`src/rtl/bcd_xs3_pkg.sv`:
```
// Shared types and constants for the BCD to excess-3 sequential converter.
// Build option: define BCD_XS3_CHECK_EN to flag digits above 9 and force them to 4'hF.
package bcd_xs3_pkg;

  localparam int NIBBLE = 4;

  localparam logic [NIBBLE-1:0] XS3_OFFSET = 4'd3;
  localparam logic [NIBBLE-1:0] BCD_MAX    = 4'd9;
  localparam logic [NIBBLE-1:0] XS3_BAD    = 4'hF;

`ifdef BCD_XS3_CHECK_EN
  localparam bit CHECK_EN = 1'b1;
`else
  localparam bit CHECK_EN = 1'b0;
`endif

  typedef enum logic [1:0] {
    IDLE = 2'd0,
    CONV = 2'd1,
    DONE = 2'd2
  } state_t;

endpackage

```
`src/rtl/bcd_xs3_digit.sv`:
```
// Single-nibble BCD to excess-3 converter, shared by all digits of the controller.
// With BCD_XS3_CHECK_EN defined, non-decimal nibbles map to 4'hF instead of wrapping.
module bcd_xs3_digit
  import bcd_xs3_pkg::*;
(
  input  logic [NIBBLE-1:0] bcd_i,
  output logic [NIBBLE-1:0] xs3_o,
  output logic              invalid_o
);

  // Out-of-range detection is always computed; only the checked build acts on it.
  always_comb begin
    invalid_o = (bcd_i > BCD_MAX);
    if (CHECK_EN && invalid_o) begin
      xs3_o = XS3_BAD;
    end else begin
      xs3_o = bcd_i + XS3_OFFSET;
    end
  end

endmodule

```
`src/rtl/bcd_xs3_seq.sv`:
```
// Multi-digit BCD to excess-3 controller: converts one digit per cycle, LSD first.
// Build option BCD_XS3_CHECK_EN (see bcd_xs3_pkg) enables the sticky err flag.
module bcd_xs3_seq
  import bcd_xs3_pkg::*;
#(
  parameter int DIGITS = 4
) (
  input  logic                     clk,
  input  logic                     rst,
  input  logic                     in_valid,
  output logic                     in_ready,
  input  logic [NIBBLE*DIGITS-1:0] in_bcd,
  output logic                     out_valid,
  input  logic                     out_ready,
  output logic [NIBBLE*DIGITS-1:0] out_xs3,
  output logic                     err,
  output logic                     busy
);

  localparam int W  = NIBBLE * DIGITS;
  localparam int CW = (DIGITS > 1) ? $clog2(DIGITS) : 1;
  localparam logic [CW-1:0] LAST = CW'(DIGITS - 1);

  state_t          state_q, state_d;
  logic [CW-1:0]   cnt_q, cnt_d;
  logic [W-1:0]    cap_q, cap_d;
  logic [W-1:0]    res_q, res_d;
  logic            err_q, err_d;

  logic [NIBBLE-1:0] digitBcd;
  logic [NIBBLE-1:0] digitXs3;
  logic              digitInvalid;

  // Select the captured digit addressed by the counter.
  always_comb begin
    digitBcd = '0;
    for (int i = 0; i < DIGITS; i++) begin
      if (cnt_q == CW'(i)) begin
        digitBcd = cap_q[i*NIBBLE +: NIBBLE];
      end
    end
  end

  bcd_xs3_digit u_digit (
    .bcd_i     (digitBcd),
    .xs3_o     (digitXs3),
    .invalid_o (digitInvalid)
  );

  always_comb begin
    state_d   = state_q;
    cnt_d     = cnt_q;
    cap_d     = cap_q;
    res_d     = res_q;
    err_d     = err_q;
    in_ready  = 1'b0;
    out_valid = 1'b0;
    busy      = 1'b0;
    case (state_q)
      IDLE: begin
        in_ready = 1'b1;
        if (in_valid) begin
          cap_d   = in_bcd;
          res_d   = '0;
          err_d   = 1'b0;
          cnt_d   = '0;
          state_d = CONV;
        end
      end
      CONV: begin
        busy = 1'b1;
        for (int i = 0; i < DIGITS; i++) begin
          if (cnt_q == CW'(i)) begin
            res_d[i*NIBBLE +: NIBBLE] = digitXs3;
          end
        end
        err_d = err_q | (CHECK_EN & digitInvalid);
        // Counter parks at zero once the last digit is written so it never wraps.
        if (cnt_q == LAST) begin
          cnt_d   = '0;
          state_d = DONE;
        end else begin
          cnt_d = cnt_q + CW'(1);
        end
      end
      DONE: begin
        busy      = 1'b1;
        out_valid = 1'b1;
        if (out_ready) begin
          state_d = IDLE;
        end
      end
      default: begin
        state_d = IDLE;
      end
    endcase
  end

  always_ff @(posedge clk) begin
    if (rst) begin
      state_q <= IDLE;
      cnt_q   <= '0;
      cap_q   <= '0;
      res_q   <= '0;
      err_q   <= 1'b0;
    end else begin
      state_q <= state_d;
      cnt_q   <= cnt_d;
      cap_q   <= cap_d;
      res_q   <= res_d;
      err_q   <= err_d;
    end
  end

  assign out_xs3 = res_q;
  assign err     = err_q;

endmodule
```
`config.mk`:
```
export PLATFORM = sky130hd
export DESIGN_NAME = bcd_xs3_seq
export DESIGN_NICKNAME = d
export VERILOG_FILES = /design/src/rtl/bcd_xs3_pkg.sv /design/src/rtl/bcd_xs3_digit.sv /design/src/rtl/bcd_xs3_seq.sv
export SDC_FILE = /design/constraint.sdc
export NUM_CORES = 1
export LEC_CHECK = 0
export ABC_AREA = 1
export BUFFER_PORTS_ARGS = -buffer_cell sky130_fd_sc_hd__buf_2
export CORE_ASPECT_RATIO = 0.8
export CORE_MARGIN = 2
export CORE_UTILIZATION = 30
export DETAILED_ROUTE_END_ITERATION = 12
export GPL_TIMING_DRIVEN = 0
export HOLD_SLACK_MARGIN = 0.1
export PLACE_DENSITY = 0.61
export SYNTH_ARGS = -nofsm -noshare
export SYNTH_HDL_FRONTEND = slang
export SYNTH_SLANG_ARGS = --single-unit
export TNS_END_PERCENT = 30
```
`constraint.sdc`:
```
create_clock -name clk -period 1.85 [get_ports clk]
set_input_delay 0.185 -clock clk [delete_from_list [all_inputs] [get_ports clk]]
set_output_delay 0.185 -clock clk [all_outputs]
set_load 0.03 [all_outputs]
```
==> impl_metrics.ini <==
[placement]
dp_hpwl_um = 2941
place_congestion = 0.7629
port_buffers = 38
dpl_worst_slack_ns = -0.1618
post-place-cells = 314
placedInstanceArea_sq_mm = 0.001932

[power_and_ir_drop]
p_int_mw = 2.093
p_sw_mw = 1.881
p_seq_share_pct = 30.4
p_sw_share_pct = 47.33
clock_power_share_pct = 14.6
vdd_ir_drop_max_mv = 1.157
power.total_mw = 3.974
p_leak_nw = 0.9497
power_density_mw_per_mm2 = 1835
comb_power_share_pct = 55.1

[clocking]
cts_buffers = 5
cts_tree = yes
holdBufCountCts = 0
clk_latency_ns = 0.29
clkTransAtPathRegs_ns = 0.07
clock_path_buffers = 2
clockRootBuffer = clkbuf_8
htreeDepth = 2
cts_num_sinks = 36

[drt]
wl_per_cell_um = 12.11
drt-total-wl_um = 3973
first_iter_violations = 89
antenna_left = 0
vias = 1524
viasPerCell = 4.646
drc = 0
drt_pass1_iterations = 4

[synth]
async_flop_share_pct = 0
synthesis.instances = 211
synth_area_sq_mm = 0.001660
ys_types = 28
synth_ff_type = dfxtp_1
synth-seq-cells = 36
ys_seq_area_share_pct = 43.41
synth_top_area_cell = dfxtp_1
synth.most_common_cell = dfxtp_1
syn_nets = 239
synth_edf_count = 0
yosysTopAreaCellShare_pct = 43.41
avgSynthCellArea_sq_um = 7.869
synth.area.top_cells = dfxtp_1 43%, o21ai_0 9.0%, nor2_1 7.2%
ys_warn_count = 0
netlist_top_cells_count = 36 x dfxtp_1, 32 x nor2_1, 30 x o21ai_0, 22 x a21oi_1, 21 x nand2_1

[timing]
finalWorstSetupSlack_ns = 0.06929
setup_tns_ns = 0
max_freq_mhz = 561.6
skew_ns = 0.004264
hold_viol_final = 0
layout_min_cycle_time_ns = 1.781
final-max-slew-violation-count = 0
timing.final.crit_share_pct = 96.25
hold_ws_ns = 0.1388
rsz0062_at_grt = true
finalSetupViolCount = 0

[cells_and_area]
nets = 290
final_util_pct = 40.07
drive_gt1_share_pct = 33.84
fillers = 560
stdcell_count = 328
n_antenna_cell = 0
finalInstanceArea_sq_mm = 0.002166
area_growth_syn_to_layout_pct = 30.44

[critical_path]
cp.arrival_ns = 1.95
path_class = register to register
cp.required_ns = 2.02
start_kind = register
end_kind = register
crit_fanout = 7

[floorplanning]
die_h_um = 70.54
start_util_pct = 30.72
die_width_um = 87.18
core_area_sq_mm = 0.005405
core.rowCount = 24
io_pins = 40
die-area_sq_mm = 0.006149

[global_route]
grt_pass1_vias = 1416
grt_overflow = 0
grt_use_total_pct = 13.45
grt_first_pass_wirelength_um = 6527
antenna_found_initial = 0
grt_max_degree = 11

[worst_hold_path]
hold_path_class = input port to register

[flow_run]
cap_viol_max_count = 0

[status]
status = completed
## cells by family (layout without fill, tap and decap cells)
logic type | count (synthesis) | in the layout | synth area share, %
other cells | 1 | 1 | 0.2259
flops | 36 | 36 | 43.41
buf+inv | 31 | 83 | 7.837
simple gates | 68 | 68 | 18.09
fa+ha+maj | 8 | 8 | 6.029
compound gates | 67 | 67 | 24.42
## flip-flops by register name, summed over array words and instances, names as in the netlist
register and flops:
cap_q 16, out_xs3 16, cnt_q 2, state_q 2
## routing by layer
layer  track usage [%]  part of all wire (%)  up-vias
li1                  -                     -      792
met1             19.38                    51      694
met2             19.17                    42       34
met3             4.317                   5.2        4
met4             4.103                   1.2        0
met5                 0                     0        -
## placed cells by master (no fill, tap or decap), types with 4 or more instances in the layout
cell / instances
buf_4: 7
o21ai_0: 28
nand2_1: 21
dfxtp_1: 34
clkbuf_1: 8
a21oi_1: 21
clkbuf_8: 7
ha_4: 5
nor2_1: 30
inv_4: 4
nand3_1: 5
buf_2: 38
inv_1: 16
a21oi_2: 6
## worst max-delay path, cell delays in order (launching register included)
cell and delay [ns]:
dfxtp_4 0.39, buf_4 0.13, ha_4 0.16, inv_1 0.07
or2_1 0.22, nand2_2 0.11, ha_4 0.13, inv_1 0.04
or2_1 0.21, nand3_2 0.12, a21oi_1 0.08
## power groups by stage
| stage | registers (mW) | clock network, mW | logic, mW |
|---|---|---|---|
| global placement | 1.19 | 0 | 1.95 |
| detailed placement | 1.20 | 0 | 1.97 |
| floorplan | 1.46 | 0 | 1.25 |
| global route | 1.24 | 0.626 | 2.43 |
| CTS | 1.19 | 0.588 | 2.04 |
| finish | 1.21 | 0.578 | 2.19 |
## layout make-up
type | count | area [sq um] | share of cell area, %
well taps | 65 | 81.33 | 3.755
repair buffers | 44 | 235.2 | 10.86
inverters | 23 | 96.34 | 4.448
plain buffers | 8 | 43.79 | 2.022
flip-flops and latches | 36 | 728.2 | 33.62
clock buffers | 8 | 90.09 | 4.159
multi-input cells | 144 | 890.9 | 41.13
## timing repair
action | CTS | global route
setup endpoints to repair | 8 | 9
endpoints found under the hold margin | 0 | 0
buffers inserted | 0 | 6
resized for setup | 13 | 16
pin swaps | 0 | 7
## path summary, 6_finish.rpt
check,startpoint,end,slack (ns),cells after the start
hold reg to reg,out_xs3[14],out_xs3[14],0.46,2
hold / removal,rst,cnt_q[1],0.14,2
setup reg to reg,cnt_q[1],out_xs3[6],0.07,10
setup / recovery,cnt_q[1],out_xs3[6],0.07,10
(Power assumes the default switching activity.)
